===== config.mk =====
export PLATFORM = sky130hd
export DESIGN_NAME = power_rail_sequencer
export DESIGN_NICKNAME = d
export VERILOG_FILES = /design/src/rtl/power_rail_sequencer.sv
export SDC_FILE = /design/constraint.sdc
export NUM_CORES = 1
export LEC_CHECK = 0
export BUFFER_PORTS_ARGS = -buffer_cell sky130_fd_sc_hd__buf_2
export CAP_MARGIN = 10
export CORE_MARGIN = 3
export CORE_UTILIZATION = 30
export CTS_CLUSTER_SIZE = 30
export DETAILED_ROUTE_END_ITERATION = 8
export HOLD_SLACK_MARGIN = 0.02
export PLACE_DENSITY = 0.56
export REMOVE_ABC_BUFFERS = 1
export SYNTH_ARGS = -nofsm -noshare
export SYNTH_HDL_FRONTEND = slang
export SYNTH_SLANG_ARGS = --single-unit

===== constraint.sdc =====
create_clock -name clk -period 3.6 [get_ports clk]
set_input_delay 0.18 -clock clk [delete_from_list [all_inputs] [get_ports clk]]
set_output_delay 0.18 -clock clk [all_outputs]
set_load 0.02 [all_outputs]

===== src/rtl/power_rail_sequencer.sv =====
// power_rail_sequencer: ordered power-up/down of N_RAILS supply rails with PG timeout and brown-out fault latching
module power_rail_sequencer #(
  parameter int N_RAILS = 4,
  parameter int PG_TIMEOUT = 1000,
  parameter int STEP_DELAY = 100,
  parameter int CNT_W = 16,
  localparam int IDX_W = (N_RAILS > 1) ? $clog2(N_RAILS) : 1
) (
  input  logic               clk,
  input  logic               reset,
  input  logic               power_on,
  input  logic [N_RAILS-1:0] rail_pg,
  input  logic               clear_fault,
  output logic [N_RAILS-1:0] rail_en,
  output logic               power_good,
  output logic               busy,
  output logic               fault,
  output logic [IDX_W-1:0]   fault_rail
);
  typedef enum logic [2:0] {OFF, UP_WAIT, UP_DELAY, ON, DN_DELAY, FAULT} state_t;
  state_t state_q, state_d;
  logic [IDX_W-1:0] idx_q, idx_d, fault_rail_q, fault_rail_d, low;
  logic [CNT_W-1:0] cnt_q, cnt_d;
  logic [N_RAILS-1:0] rail_en_q, rail_en_d, bad;
  logic power_good_q, power_good_d, fault_q, fault_d;
  always_ff @(posedge clk) begin
    if (reset) begin
      state_q <= OFF;
      idx_q <= '0;
      cnt_q <= '0;
      rail_en_q <= '0;
      power_good_q <= 1'b0;
      fault_q <= 1'b0;
      fault_rail_q <= '0;
    end else begin
      state_q <= state_d;
      idx_q <= idx_d;
      cnt_q <= cnt_d;
      rail_en_q <= rail_en_d;
      power_good_q <= power_good_d;
      fault_q <= fault_d;
      fault_rail_q <= fault_rail_d;
    end
  end
  // rail_en is a thermometer code, so shifting it drops/adds exactly the top rail
  always_comb begin
    bad = ~rail_pg & (state_q == UP_WAIT ? rail_en_q >> 1 : rail_en_q);
    low = '0;
    for (int i = N_RAILS - 1; i >= 0; i--) if (bad[i]) low = IDX_W'(i);
    state_d = state_q;
    idx_d = idx_q;
    cnt_d = cnt_q;
    rail_en_d = rail_en_q;
    power_good_d = power_good_q;
    fault_d = fault_q;
    fault_rail_d = fault_rail_q;
    case (state_q)
      OFF: if (power_on) begin
        rail_en_d = N_RAILS'(1);
        idx_d = '0;
        cnt_d = '0;
        state_d = UP_WAIT;
      end
      UP_WAIT, UP_DELAY: if (|bad) begin
        fault_rail_d = low;
        state_d = FAULT;
      end else if (!power_on) begin
        rail_en_d = rail_en_q >> 1;
        cnt_d = '0;
        state_d = DN_DELAY;
      end else if (state_q == UP_WAIT) begin
        if (rail_pg[idx_q]) begin
          cnt_d = '0;
          state_d = UP_DELAY;
        end else if (cnt_q == CNT_W'(PG_TIMEOUT - 1)) begin
          fault_rail_d = idx_q;
          state_d = FAULT;
        end else cnt_d = cnt_q + CNT_W'(1);
      end else if (cnt_q == CNT_W'(STEP_DELAY - 1)) begin
        if (idx_q == IDX_W'(N_RAILS - 1)) begin
          power_good_d = 1'b1;
          state_d = ON;
        end else begin
          idx_d = idx_q + IDX_W'(1);
          rail_en_d = (rail_en_q << 1) | N_RAILS'(1);
          cnt_d = '0;
          state_d = UP_WAIT;
        end
      end else cnt_d = cnt_q + CNT_W'(1);
      ON: if (|bad) begin
        fault_rail_d = low;
        state_d = FAULT;
      end else if (!power_on) begin
        power_good_d = 1'b0;
        rail_en_d = rail_en_q >> 1;
        idx_d = IDX_W'(N_RAILS - 1);
        cnt_d = '0;
        state_d = DN_DELAY;
      end
      DN_DELAY: if (cnt_q == CNT_W'(STEP_DELAY - 1)) begin
        if (idx_q == '0) state_d = OFF;
        else begin
          idx_d = idx_q - IDX_W'(1);
          rail_en_d = rail_en_q >> 1;
          cnt_d = '0;
        end
      end else cnt_d = cnt_q + CNT_W'(1);
      FAULT: if (clear_fault && !power_on) begin
        fault_d = 1'b0;
        state_d = OFF;
      end
      default: state_d = OFF;
    endcase
    if (state_d == FAULT && state_q != FAULT) begin
      rail_en_d = '0;
      power_good_d = 1'b0;
      fault_d = 1'b1;
    end
  end
  assign rail_en = rail_en_q;
  assign power_good = power_good_q;
  assign fault = fault_q;
  assign fault_rail = fault_rail_q;
  assign busy = state_q == UP_WAIT || state_q == UP_DELAY || state_q == DN_DELAY;
endmodule

==> metrics.md, run 1 <==
| Metric | Value |
|---|---|
| Layout cell share with drive strength beyond 1 | `14.5%` |
| Core Area | `6830 sq um` |
| Post-route DRC | `0` |
| RSZ-0062 raised after global routing | `no` |
| Outcome | `complete, no violations` |
| Pre-antenna DRT Iters | `5` |
| Final worst setup slack | `between 0.7 and 0.8 ns` |
| Fmax achieved | `0.353 GHz` |
| FF-to-FF Start | `cnt_q[0]` |
| Switching share of power | `roughly 45%` |
| Critical path's largest stage delay | `0.59 ns` |
| Post-synth EDFFs | `0` |
| Setup Fix Bufs, Post-CTS | `0` |
| Crit path required time | `3.81 ns` |
| Critical Path End Type | `register` |
| R2r endpoint | `rail_en[3]` |
| Yosys reg bits | `29` |
| Final nets | `298` |
| Sequential-to-total area share from yosys stat | `approximately 27%` |
| CP max-delay cell | `or4b_2` |
| Htree depth | `2` |
| Flop pwr share | `28.6%` |
| VDD IR max | `0.205 mV` |
| Antenna diodes | `0` |
| Crit Path Category | `reg2reg` |
| Top_reg_cell synth | `dfxtp_1` |
| First-pass GRT wire length | `between 9 and 10 mm` |
| Vias in the first global route | `1975` |
| Worst Setup Start Kind | `register` |
| Initial antenna violation count | `0` |
| Pin count of the biggest net entering global routing | `25` |
| RD Place Congestion | `0.886` |
| Synth cell types | `57` |
| Hold Startpoint | `clear_fault` |
| Vias | `2218` |
| Worst skew pair latency | `0.28 ns` |
| Leakage | `0.848 nW` |
| IO buf count | `16` |
| CTS Root Cell | `clkbuf_8` |
| TritonCTS clock tree | `built` |
| Grt total ovfl | `0` |
| Die area | `8130 sq um` |
| Drt via density | `5.76` |
| TritonCTS Buffers | `5` |
| Row Count | `30` |
| GRT Util Overall | `~15%` |
| Setup TNS | `0 ns` |
| Slew @ Worst Pin | `~0.6 ns` |
| Mapped Area | `2120 sq um` |
| Most common cell after layout, fill and taps aside | `nand2_1` |
| Async S/R FF share, synth | `0%` |
| Cell count after synthesis | `approximately 280` |
| # resized after CTS | `0` |
| DR WL/cell | `around 15 microns` |
| Final setup viols | `0` |
| Area added between synthesis and finish | `10.5%` |
| Worst reg2reg path depth | `7` |
| Clk slew on worst S/H paths | `around 0.060 ns` |
| Clock Tree Buf Depth | `2` |
| Fin crit share | `78.8%` |
| Initial DRC count | `roughly 140` |
| Critical Path AT | `a little over 3 ns` |
| Combinational share of power | `between 50 and 60%` |
| PD cells | `629 nW/um^2` |
| Clk pwr share | `18.6%` |
| Die Span Y | `roughly 90 microns` |
| Sink of the worst hold path | `fault` |
| Commonest cells after routing, fill and taps aside | `nand2_1 (34), dfxtp_1 (29), nand3_1 (22), nor3_1 (19), a21oi_1 (17)` |
| Worst-path fanout max | `9` |
| Critical Path Start | `cnt_q[0]` |
| Pre-CTS setup slack | `just over 0.8 ns` |
| Minimum clock period after layout | `about 2.8 ns` |
| Max_cap viols | `0` |
| R2r setup slk | `approximately 0.76 ns` |
| NetSw | `0.668 mW` |
| Synth warn | `0` |
| WHS Path Cells | `4` |
| Skew final | `~0.0051 ns` |
| Crit-path cells | `ha_1, or4b_2, or4_4, mux2i_1, o21a_1, or4_1, a21oi_1` |
| Hold Path Class | `in2reg` |
| Int Pwr | `0.807 mW` |
| Num Clock Sinks | `29` |
| Post-Route WL | `slightly below 6 mm` |
| Cts hold-fix bufs | `0` |
| I/O pin total | `17` |
| Syn_area_per_cell | `7.56 sq um` |
| HPWL after DPL | `4.11 mm` |
| Chip width | `~90 microns` |
| Final count of pins violating max slew | `0` |
| Hold Violations, Final | `0` |
| Initial Util | `31.1%` |
| Antenna Violating Nets Remaining | `0` |
| Slew headroom | `59.9%` |
kinds of logic after synthesis:
family          share of synthesized area (%)
compound gates                           25.8
flops                                    27.3
buf+inv                                  6.01
simple gates                             36.0
xor+xnor                                0.412
mux                                      3.83
fa+ha+maj                               0.589
per-stage QoR:
stage	cell area, sq um	cells	total power [mW]	hold WS [ns]	utilization (%)
detailed placement	2260	378	1.21	0.447	33.1
CTS	2350	385	1.48	0.315	34.4
finish	2350	385	1.48	0.300	34.4
floorplan	2020	260	0.985	0.249	-
global placement	2260	378	1.20	0.440	33.1
global route	2350	385	1.60	0.343	34.4
critical path: cells and delay by family (launching register included):
kind            cells  cell delay (ns)
mux                 1             0.18
compound gates      2             0.37
flops               1             0.38
fa+ha+maj           1             0.23
simple gates        3             1.61
power groups by stage:
stage / clock network [mW] / registers (mW) / logic, mW
after detailed placement: 0 / 0.429 / 0.776
final: 0.275 / 0.421 / 0.779
after floorplan: 0 / 0.461 / 0.524
after global routing: 0.296 / 0.430 / 0.871
after global placement: 0 / 0.428 / 0.771
after CTS: 0.282 / 0.422 / 0.780
worst max-delay path by stage:
stage / to / slack [ns]
floorplan: cnt_q[10] / 0.69
global placement: rail_en[3] / 0.84
detailed placement: rail_en[3] / 0.81
CTS: rail_en[3] / 0.77
global route: rail_en[3] / 0.63
finish: rail_en[3] / 0.76
flip-flops by register name, indices dropped and copies added (netlist names):
name        cells
state_q         3
cnt_q          16
idx_q           2
fault_rail      2
power_good      1
rail_en         4
fault           1
Yosys cell counts (all sizes together) (7+ instances only):
master | count | share of area, %
o21ai | 17 | 4.0
a21oi | 17 | 4.0
dfxtp | 29 | 27
nand3 | 22 | 5.2
buf | 10 | 3.2
nand4 | 7 | 2.4
nand2b | 9 | 2.6
clkbuf | 11 | 1.9
nor4 | 7 | 2.1
nand2 | 34 | 6.0
nor2 | 15 | 2.6
nor3 | 19 | 4.5
a32o | 14 | 6.6
layer usage:
metal / track usage (%) / part of all wire [%] / vias up
met1: 19.6 / 44 / 1042
met3: 3.18 / 6.6 / 7
li1: - / - / 1087
met4: 4.21 / 1.3 / 0
met2: 23.8 / 48 / 82
met5: 0 / 0 / -
final cells by class:
class | count | area [sq um]
clock buffer | 7 | 86.3
fill | 762 | 4480
tap | 96 | 120
multi-input combinational | 226 | 1420
timing repair buffer | 22 | 125
inverter | 5 | 18.8
sequential | 29 | 581
(Power assumes the default switching activity.)
==> inputs of run 2 (changes only) <==
--- a/config.mk
+++ b/config.mk
@@ -5,6 +5,7 @@
 export SDC_FILE = /design/constraint.sdc
 export NUM_CORES = 1
 export LEC_CHECK = 0
+export ABC_AREA = 1
 export BUFFER_PORTS_ARGS = -buffer_cell sky130_fd_sc_hd__buf_2
 export CAP_MARGIN = 10
 export CORE_MARGIN = 3
@@ -12,7 +13,7 @@
 export CTS_CLUSTER_SIZE = 30
 export DETAILED_ROUTE_END_ITERATION = 8
 export HOLD_SLACK_MARGIN = 0.02
-export PLACE_DENSITY = 0.56
+export PLACE_DENSITY = 0.57
 export REMOVE_ABC_BUFFERS = 1
 export SYNTH_ARGS = -nofsm -noshare
 export SYNTH_HDL_FRONTEND = slang
==> constraint.sdc (replaced) <==
create_clock -name clk -period 2.4 [get_ports clk]
set_input_delay 0.12 -clock clk [delete_from_list [all_inputs] [get_ports clk]]
set_output_delay 0.12 -clock clk [all_outputs]
set_load 0.02 [all_outputs]
==> run 2 against run 1 <==
  * Sequential share of layout area is 1.4 points lower
  * Largest cell class unchanged
  * Critical path type unchanged
  * Largest power group unchanged
  * First-iteration DRC count rose by 100%
  * Non-clock buffer count is 1 lower
  * Hold slack worse by 0.12 ns
  * Worst setup slack worse by 0.48 ns
==> metrics.md, run 2 <==
| Metric | Value |
|---|---|
| Syn_area_per_cell | `5.82 sq um (was 7.56 sq um)` |
| Antenna Violating Nets Remaining | `0 (unchanged)` |
| Initial antenna violation count | `0 (unchanged)` |
| Minimum clock period after layout | `2.11 ns (was 2.84 ns)` |
| CP top delay family | `simple AND/OR/NAND/NOR gates (unchanged)` |
| CTS Root Cell | `clkbuf_8 (unchanged)` |
| Clk pwr share | `19.0% (was 18.6%)` |
| Setup Fix Bufs, Post-CTS | `0 (unchanged)` |
| R2r setup slk | `0.29 ns (was 0.76 ns)` |
| HPWL after DPL | `4.65 mm (was 4.11 mm)` |
| Synth warn | `0 (unchanged)` |
| Worst-path fanout max | `7 (was 9)` |
| Htree depth | `2 (unchanged)` |
| # resized after CTS | `0 (unchanged)` |
| Fin crit share | `88.1% (was 78.8%)` |
| Flop pwr share | `26.1% (was 28.6%)` |
| Max_cap viols | `0 (unchanged)` |
| Mapped Area | `2170 sq um (was 2120 sq um)` |
| Fmax achieved | `0.473 GHz (was 0.353 GHz)` |
| Cell count after synthesis | `372 (was 281)` |
| TritonCTS clock tree | `built (unchanged)` |
| Sequential-to-total area share from yosys stat | `26.8% (was 27.3%)` |
| Combinational share of power | `54.9% (was 52.8%)` |
| I/O pin total | `17 (unchanged)` |
| Grt total ovfl | `0 (unchanged)` |
| WHS Path Cells | `2 (was 4)` |
| Worst Setup Start Kind | `register (unchanged)` |
| Die area | `8270 sq um (was 8130 sq um)` |
| Drt via density | `4.97 (was 5.76)` |
| Hold Violations, Final | `0 (unchanged)` |
| Area post-placement | `2380 sq um (was 2260 sq um)` |
| Skew final | `0.00726 ns (was 0.00506 ns)` |
| FF-to-FF Start | `cnt_q[0] (unchanged)` |
| Crit path required time | `2.58 ns (was 3.81 ns)` |
| Slew @ Worst Pin | `0.534 ns (was 0.600 ns)` |
| Clock Tree Buf Depth | `2 (unchanged)` |
| Slew headroom | `64.2% (was 59.9%)` |
| DR WL/cell | `12.6 microns (was 15.4 microns)` |
| Synth area leader | `dfxtp_1 (unchanged)` |
| Synth cell types | `31 (was 57)` |
| VDD IR max | `0.354 mV (was 0.205 mV)` |
| Die Span Y | `91.0 microns (was 90.2 microns)` |
| Critical Path AT | `2.30 ns (was 3.05 ns)` |
| Final setup viols | `0 (unchanged)` |
| First-pass GRT wire length | `10.1 mm (was 9.95 mm)` |
| Antenna diodes | `0 (unchanged)` |
| Yosys reg bits | `29 (unchanged)` |
| Row Count | `30 (unchanged)` |
| Leakage | `1.13 nW (was 0.848 nW)` |
| Largest reg by FF count | `cnt_q (unchanged)` |
| Top_reg_cell synth | `dfxtp_1 (unchanged)` |
| Commonest cells after routing, fill and taps aside | `nand2_1 (111), inv_1 (53), nor2_1 (40), nand3_1 (32), dfxtp_1 (29) (was nand2_1 (34), dfxtp_1 (29), nand3_1 (22), nor3_1 (19), a21oi_1 (17))` |
| Async S/R FF share, synth | `0% (unchanged)` |
| Cts hold-fix bufs | `0 (unchanged)` |
| Switching share of power | `49.5% (was 45.3%)` |
| Vias | `2451 (was 2218)` |
| R2r endpoint | `cnt_q[14] (was rail_en[3])` |
| IO buf count | `16 (unchanged)` |
| Area added between synthesis and finish | `14.8% (was 10.5%)` |
| WHS | `0.179 ns (was 0.300 ns)` |
| Int Pwr | `1.22 mW (was 0.807 mW)` |
| Crit-path cells | `ha_1, nand2_1, nor2_1, nand3_1, nor3_2, nand3_1, o21ai_0, nand2_1, nand2_1, nor2_1 (was ha_1, or4b_2, or4_4, mux2i_1, o21a_1, or4_1, a21oi_1)` |
| Pre-antenna DRT Iters | `7 (was 5)` |
| PD cells | `970 nW/um^2 (was 629 nW/um^2)` |
| Fin area | `2490 sq um (was 2350 sq um)` |
| Final count of pins violating max slew | `0 (unchanged)` |
| Core Area | `6910 sq um (was 6830 sq um)` |
| Worst skew pair latency | `0.28 ns (about the same)` |
| RSZ-0062 raised after global routing | `no (unchanged)` |
| Hold Startpoint | `reset (was clear_fault)` |
| Hold Path Class | `in2reg (unchanged)` |
| Pin count of the biggest net entering global routing | `17 (was 25)` |
| Max FFs per register | `16 (unchanged)` |
| GRT Util Overall | `15.2% (was 14.7%)` |
| Worst reg2reg path depth | `10 (was 7)` |
| Post-route DRC | `0 (unchanged)` |
| Crit Path Category | `reg2reg (unchanged)` |
| Synth top area cells | `dfxtp_1 (27%), nand2_1 (19%), inv_1 (9.2%), nand3_1 (7.4%), nor2_1 (7.1%) (was dfxtp_1 (27%), a32o_1 (6.6%), nand2_1 (6.0%), nand3_1 (5.2%), nor3_1 (4.5%))` |
| Outcome | `complete, no violations (unchanged)` |
| Critical path's largest stage delay | `0.45 ns (was 0.59 ns)` |
| Synth cell count leaders | `nand2_1 (111), inv_1 (53), nor2_1 (41) (was nand2_1 (34), dfxtp_1 (29), nand3_1 (22))` |
| Vias in the first global route | `2195 (was 1975)` |
| Cell mode on critical path | `nand2_1` |
| Setup TNS | `0 ns (unchanged)` |
| Worst path bufs/invs | `0 (unchanged)` |
| CP max-delay cell | `dfxtp_1 (was or4b_2)` |
| Initial DRC count | `273 (was 136)` |
| Sink of the worst hold path | `state_q[1] (was fault)` |
| Cell Count, Final, Fillers Out | `493 (was 385)` |
| Most common cell after layout, fill and taps aside | `nand2_1 (unchanged)` |
| Post-synth top area share | `26.8% (was 27.3%)` |
| Critical Path End Type | `register (unchanged)` |
| Total power | `2.41 mW (was 1.48 mW)` |
| Num Clock Sinks | `29 (unchanged)` |
| Chip width | `91.0 microns (was 90.2 microns)` |
| NetSw | `1.19 mW (was 0.668 mW)` |
| Post-Route WL | `6.19 mm (was 5.92 mm)` |
| Top-count cell post-synth | `nand2_1 (unchanged)` |
| Placed insts | `485 (was 378)` |
| Post-synth EDFFs | `0 (unchanged)` |
| Final nets | `405 (was 298)` |
| RD Place Congestion | `0.905 (was 0.886)` |
| TritonCTS Buffers | `5 (unchanged)` |
| Initial Util | `31.4% (was 31.1%)` |
| Clk slew on worst S/H paths | `0.07 ns (was 0.06 ns)` |
| Layout cell share with drive strength beyond 1 | `12.8% (was 14.5%)` |
[run 2: final cells by class]
type                    instances  area (sq um)
well taps                      96           120
repair buffers                 21           118
clock inverters                 1          5.00
multi-input cells             282          1350
clock buffers                   7          96.3
inverters                      57           216
flip-flops and latches         29           581
fillers                       809          4420
[run 2: worst max-delay path by stage]
stage | cells after the start | endpoint | startpoint
3_3_place_gp | 10 | cnt_q[14] | cnt_q[0]
5_1_grt | 10 | cnt_q[14] | cnt_q[0]
4_1_cts | 10 | cnt_q[14] | cnt_q[0]
6_report | 10 | cnt_q[14] | cnt_q[0]
3_5_place_dp | 10 | cnt_q[14] | cnt_q[0]
2_1_floorplan | 13 | cnt_q[10] | cnt_q[0]
[run 2: kinds of logic after synthesis]
group / share of synthesized area (%)
adders and majority gates: 0.578
AOI/OAI and AO/OA: 15.5
xor gates and xnor gates: 0.404
buffers and inverters: 11.2
and+or+nand+nor: 45.5
DFF: 26.8
[run 2: metal layers]
layer  GRT usage (%)  part of all wire (%)
met5               0                     0
met4            6.28                   2.2
met3            3.73                   6.8
met2            22.6                    43
met1            20.8                    48
[run 2: power by group through the flow]
stage	logic, mW	registers [mW]	clock network (mW)
finish	1.33	0.630	0.457
global route	1.50	0.643	0.495
CTS	1.31	0.630	0.469
detailed placement	1.31	0.641	0
global placement	1.30	0.639	0
floorplan	0.934	0.660	0
[run 2: per-stage QoR]
| step | setup WS [ns] | util (%) |
|---|---|---|
| CTS | 0.212 | 35.9 |
| floorplan | 0.483 | - |
| global placement | 0.193 | 34.4 |
| finish | 0.285 | 36.0 |
| global route | 0.0349 | 36.0 |
| detailed placement | 0.234 | 34.4 |
==> inputs of run 3 (changes only) <==
--- a/config.mk
+++ b/config.mk
@@ -8,7 +8,7 @@
 export ABC_AREA = 1
 export BUFFER_PORTS_ARGS = -buffer_cell sky130_fd_sc_hd__buf_2
 export CAP_MARGIN = 10
-export CORE_MARGIN = 3
+export CORE_MARGIN = 8
 export CORE_UTILIZATION = 30
 export CTS_CLUSTER_SIZE = 30
 export DETAILED_ROUTE_END_ITERATION = 8
==> run 3 against run 2 <==
  * Routed wire length increased by 4.7%
  * Register-to-register slack got worse by 0.08 ns
  * Combinational power about the same
  * Fmax decreased by 3.8%
  * Die area increased by 23%
  * Total power decreased by 1.1%
  * Hold slack got worse by 0.014 ns
  * Global-route usage decreased by 1.7 points
  * Clock skew about the same
  * First-iteration DRC count decreased by 44%
  * Largest cell class unchanged
  * Largest power group unchanged
==> metrics.md, run 3 (synthesis gave the netlist of run 2 again) <==
| Metric | Value |
|---|---|
| Critical Path AT | `2.43 ns (was 2.30 ns)` |
| R2r setup slk | `0.20 ns (was 0.29 ns)` |
| Initial Util | `30.3% (was 31.4%)` |
| Area added between synthesis and finish | `13.6% (was 14.8%)` |
| Clock Tree Buf Depth | `2 (unchanged)` |
| First-pass GRT wire length | `10.9 mm (was 10.1 mm)` |
| Layout cell share with drive strength beyond 1 | `12.2% (was 12.8%)` |
| Post-Route WL | `6.48 mm (was 6.19 mm)` |
| Critical Path End Type | `register (unchanged)` |
| Worst path bufs/invs | `2 (was 0)` |
| Antenna diodes | `0 (unchanged)` |
| Post-route DRC | `0 (unchanged)` |
| I/O pin total | `17 (unchanged)` |
| TritonCTS Buffers | `5 (unchanged)` |
| Commonest cells after routing, fill and taps aside | `nand2_1 (111), inv_1 (53), nor2_1 (41), nand3_1 (32), dfxtp_1 (28) (was nand2_1 (111), inv_1 (53), nor2_1 (40), nand3_1 (32), dfxtp_1 (29))` |
| Initial antenna violation count | `0 (unchanged)` |
| Hold Path Class | `in2reg (unchanged)` |
| VDD IR max | `0.369 mV (was 0.354 mV)` |
| Minimum clock period after layout | `2.20 ns (was 2.11 ns)` |
| FF-to-FF Start | `state_q[0] (was cnt_q[0])` |
| Critical Path Start | `state_q[0] (was cnt_q[0])` |
| Final worst setup slack | `0.202 ns (was 0.285 ns)` |
| Slew headroom | `62.7% (was 64.2%)` |
| RSZ-0062 raised after global routing | `no (unchanged)` |
| RD Place Congestion | `0.946 (was 0.905)` |
| PD cells | `970 nW/um^2 (about the same)` |
| Area post-placement | `2370 sq um (was 2380 sq um)` |
| Crit-path cells | `nor2_1, nor2_2, nand2_2, nor2_1, nand3_1, nand3_2, nand2_2, inv_1, o21ai_0, nand2_1, nand2_1, inv_1 (was ha_1, nand2_1, nor2_1, nand3_1, nor3_2, nand3_1, o21ai_0, nand2_1, nand2_1, nor2_1)` |
| Worst skew pair latency | `0.29 ns (was 0.28 ns)` |
| Pin count of the biggest net entering global routing | `17 (unchanged)` |
| Setup TNS | `0 ns (unchanged)` |
| DR WL/cell | `13.1 microns (was 12.6 microns)` |
| Die Span Y | `101 microns (was 91.0 microns)` |
| Final setup viols | `0 (unchanged)` |
| Grt total ovfl | `0 (unchanged)` |
| Htree depth | `2 (unchanged)` |
| Leakage | `1.10 nW (was 1.13 nW)` |
| IO buf count | `16 (unchanged)` |
| Placed insts | `486 (was 485)` |
| HPWL after DPL | `5.00 mm (was 4.65 mm)` |
| Final nets | `403 (was 405)` |
| Most common cell after layout, fill and taps aside | `nand2_1 (unchanged)` |
| Crit Path Category | `reg2reg (unchanged)` |
| Chip width | `101 microns (was 91.0 microns)` |
| Max_cap viols | `0 (unchanged)` |
| GRT Util Overall | `13.5% (was 15.2%)` |
| Fmax achieved | `0.455 GHz (was 0.473 GHz)` |
| Crit path required time | `2.63 ns (was 2.58 ns)` |
| Skew final | `0.00710 ns (was 0.00726 ns)` |
| Row Count | `31 (was 30)` |
| Vias | `2439 (was 2451)` |
| Fin area | `2460 sq um (was 2490 sq um)` |
| TritonCTS clock tree | `built (unchanged)` |
| Initial DRC count | `154 (was 273)` |
| Hold Startpoint | `reset (unchanged)` |
| CP max-delay cell | `dfxtp_1 (unchanged)` |
| Finished Core Util | `34.5% (was 36.0%)` |
| Worst Setup Start Kind | `register (unchanged)` |
| Num Clock Sinks | `29 (unchanged)` |
| Core Area | `7140 sq um (was 6910 sq um)` |
| Pre-CTS setup slack | `0.212 ns (was 0.234 ns)` |
| Hold Violations, Final | `0 (unchanged)` |
| Largest reg by FF count | `cnt_q (unchanged)` |
| Vias in the first global route | `2228 (was 2195)` |
| Max FFs per register | `16 (unchanged)` |
| CP top delay family | `simple AND/OR/NAND/NOR gates (unchanged)` |
| Clk slew on worst S/H paths | `0.07 ns (about the same)` |
| Cell Count, Final, Fillers Out | `493 (unchanged)` |
| Outcome | `complete, no violations (unchanged)` |
| CTS Root Cell | `clkbuf_8 (unchanged)` |
| Fin crit share | `91.6% (was 88.1%)` |
| Worst-path fanout max | `9 (was 7)` |
| Antenna Violating Nets Remaining | `0 (unchanged)` |
| Die area | `10200 sq um (was 8270 sq um)` |
| Pre-antenna DRT Iters | `4 (was 7)` |
| Slew @ Worst Pin | `0.557 ns (was 0.534 ns)` |
| Drt via density | `4.95 (was 4.97)` |
| Critical path's largest stage delay | `0.49 ns (was 0.45 ns)` |
| Final count of pins violating max slew | `0 (unchanged)` |
[run 3: cell types whose count changed in the layout (fill, tap and decap cells not counted)]
| cell | change |
|---|---|
| buf_4 | -2 |
| clkbuf_1 | +1 |
| clkbuf_8 | -1 |
| clkinv_2 | -1 |
| dfxtp_1 | -1 |
| dfxtp_2 | +1 |
| ha_1 | -1 |
| ha_2 | +1 |
| nor2_1 | +1 |
| nor2_2 | -1 |
[run 3: worst register-to-register path: stages, from the launching register on]
cell	delay, ns
dfxtp_1	0.49
nor2_1	0.15
nor2_2	0.17
nand2_2	0.13
nor2_1	0.39
nand3_1	0.18
nand3_2	0.22
nand2_2	0.09
inv_1	0.10
o21ai_0	0.08
nand2_1	0.06
nand2_1	0.05
inv_1	0.04
[run 3: layout make-up]
| cell class | count | area, sq um |
|---|---|---|
| Clock buffer | 7 | 86.3 |
| Tap cell | 99 | 124 |
| Sequential cell | 29 | 582 |
| Multi-Input combinational cell | 282 | 1350 |
| Inverter | 57 | 216 |
| Fill cell | 797 | 4680 |
| Timing Repair Buffer | 19 | 103 |
[run 3: final timing paths]
path                                       to  cells after the start
worst min-delay path               state_q[1]                      2
worst max register to register      cnt_q[15]                     12
worst max-delay path                cnt_q[15]                     12
worst min register to register  fault_rail[0]                      2
[run 3: per-layer routing]
metal	part of all wire [%]	vias to the layer above	GRT usage, %
li1	-	1251	-
met1	49	1085	18.1
met2	44	95	20.8
met3	5.8	8	2.35
met4	1.8	0	4.93
met5	0	-	0
[run 3: per-stage QoR]
stage,total power [mW],hold WS (ns)
CTS,2.39,0.156
detailed placement,1.95,0.455
global route,2.60,0.174
finish,2.39,0.165
global placement,1.96,0.460
floorplan,1.59,0.189
[run 3: power breakdown]
part	total, mW	switching (mW)	internal [mW]
clock network	0.421	0.194	0.227
logic	1.33	0.927	0.403
registers	0.635	0.0859	0.549
[run 3: what timing repair did]
item                                    4_1_cts  5_1_grt
endpoints found under the setup margin        0        6
hold buffers                                  0        0
endpoints found under the hold margin         0        0
resized for setup                             0        3
buffers inserted                              0        0
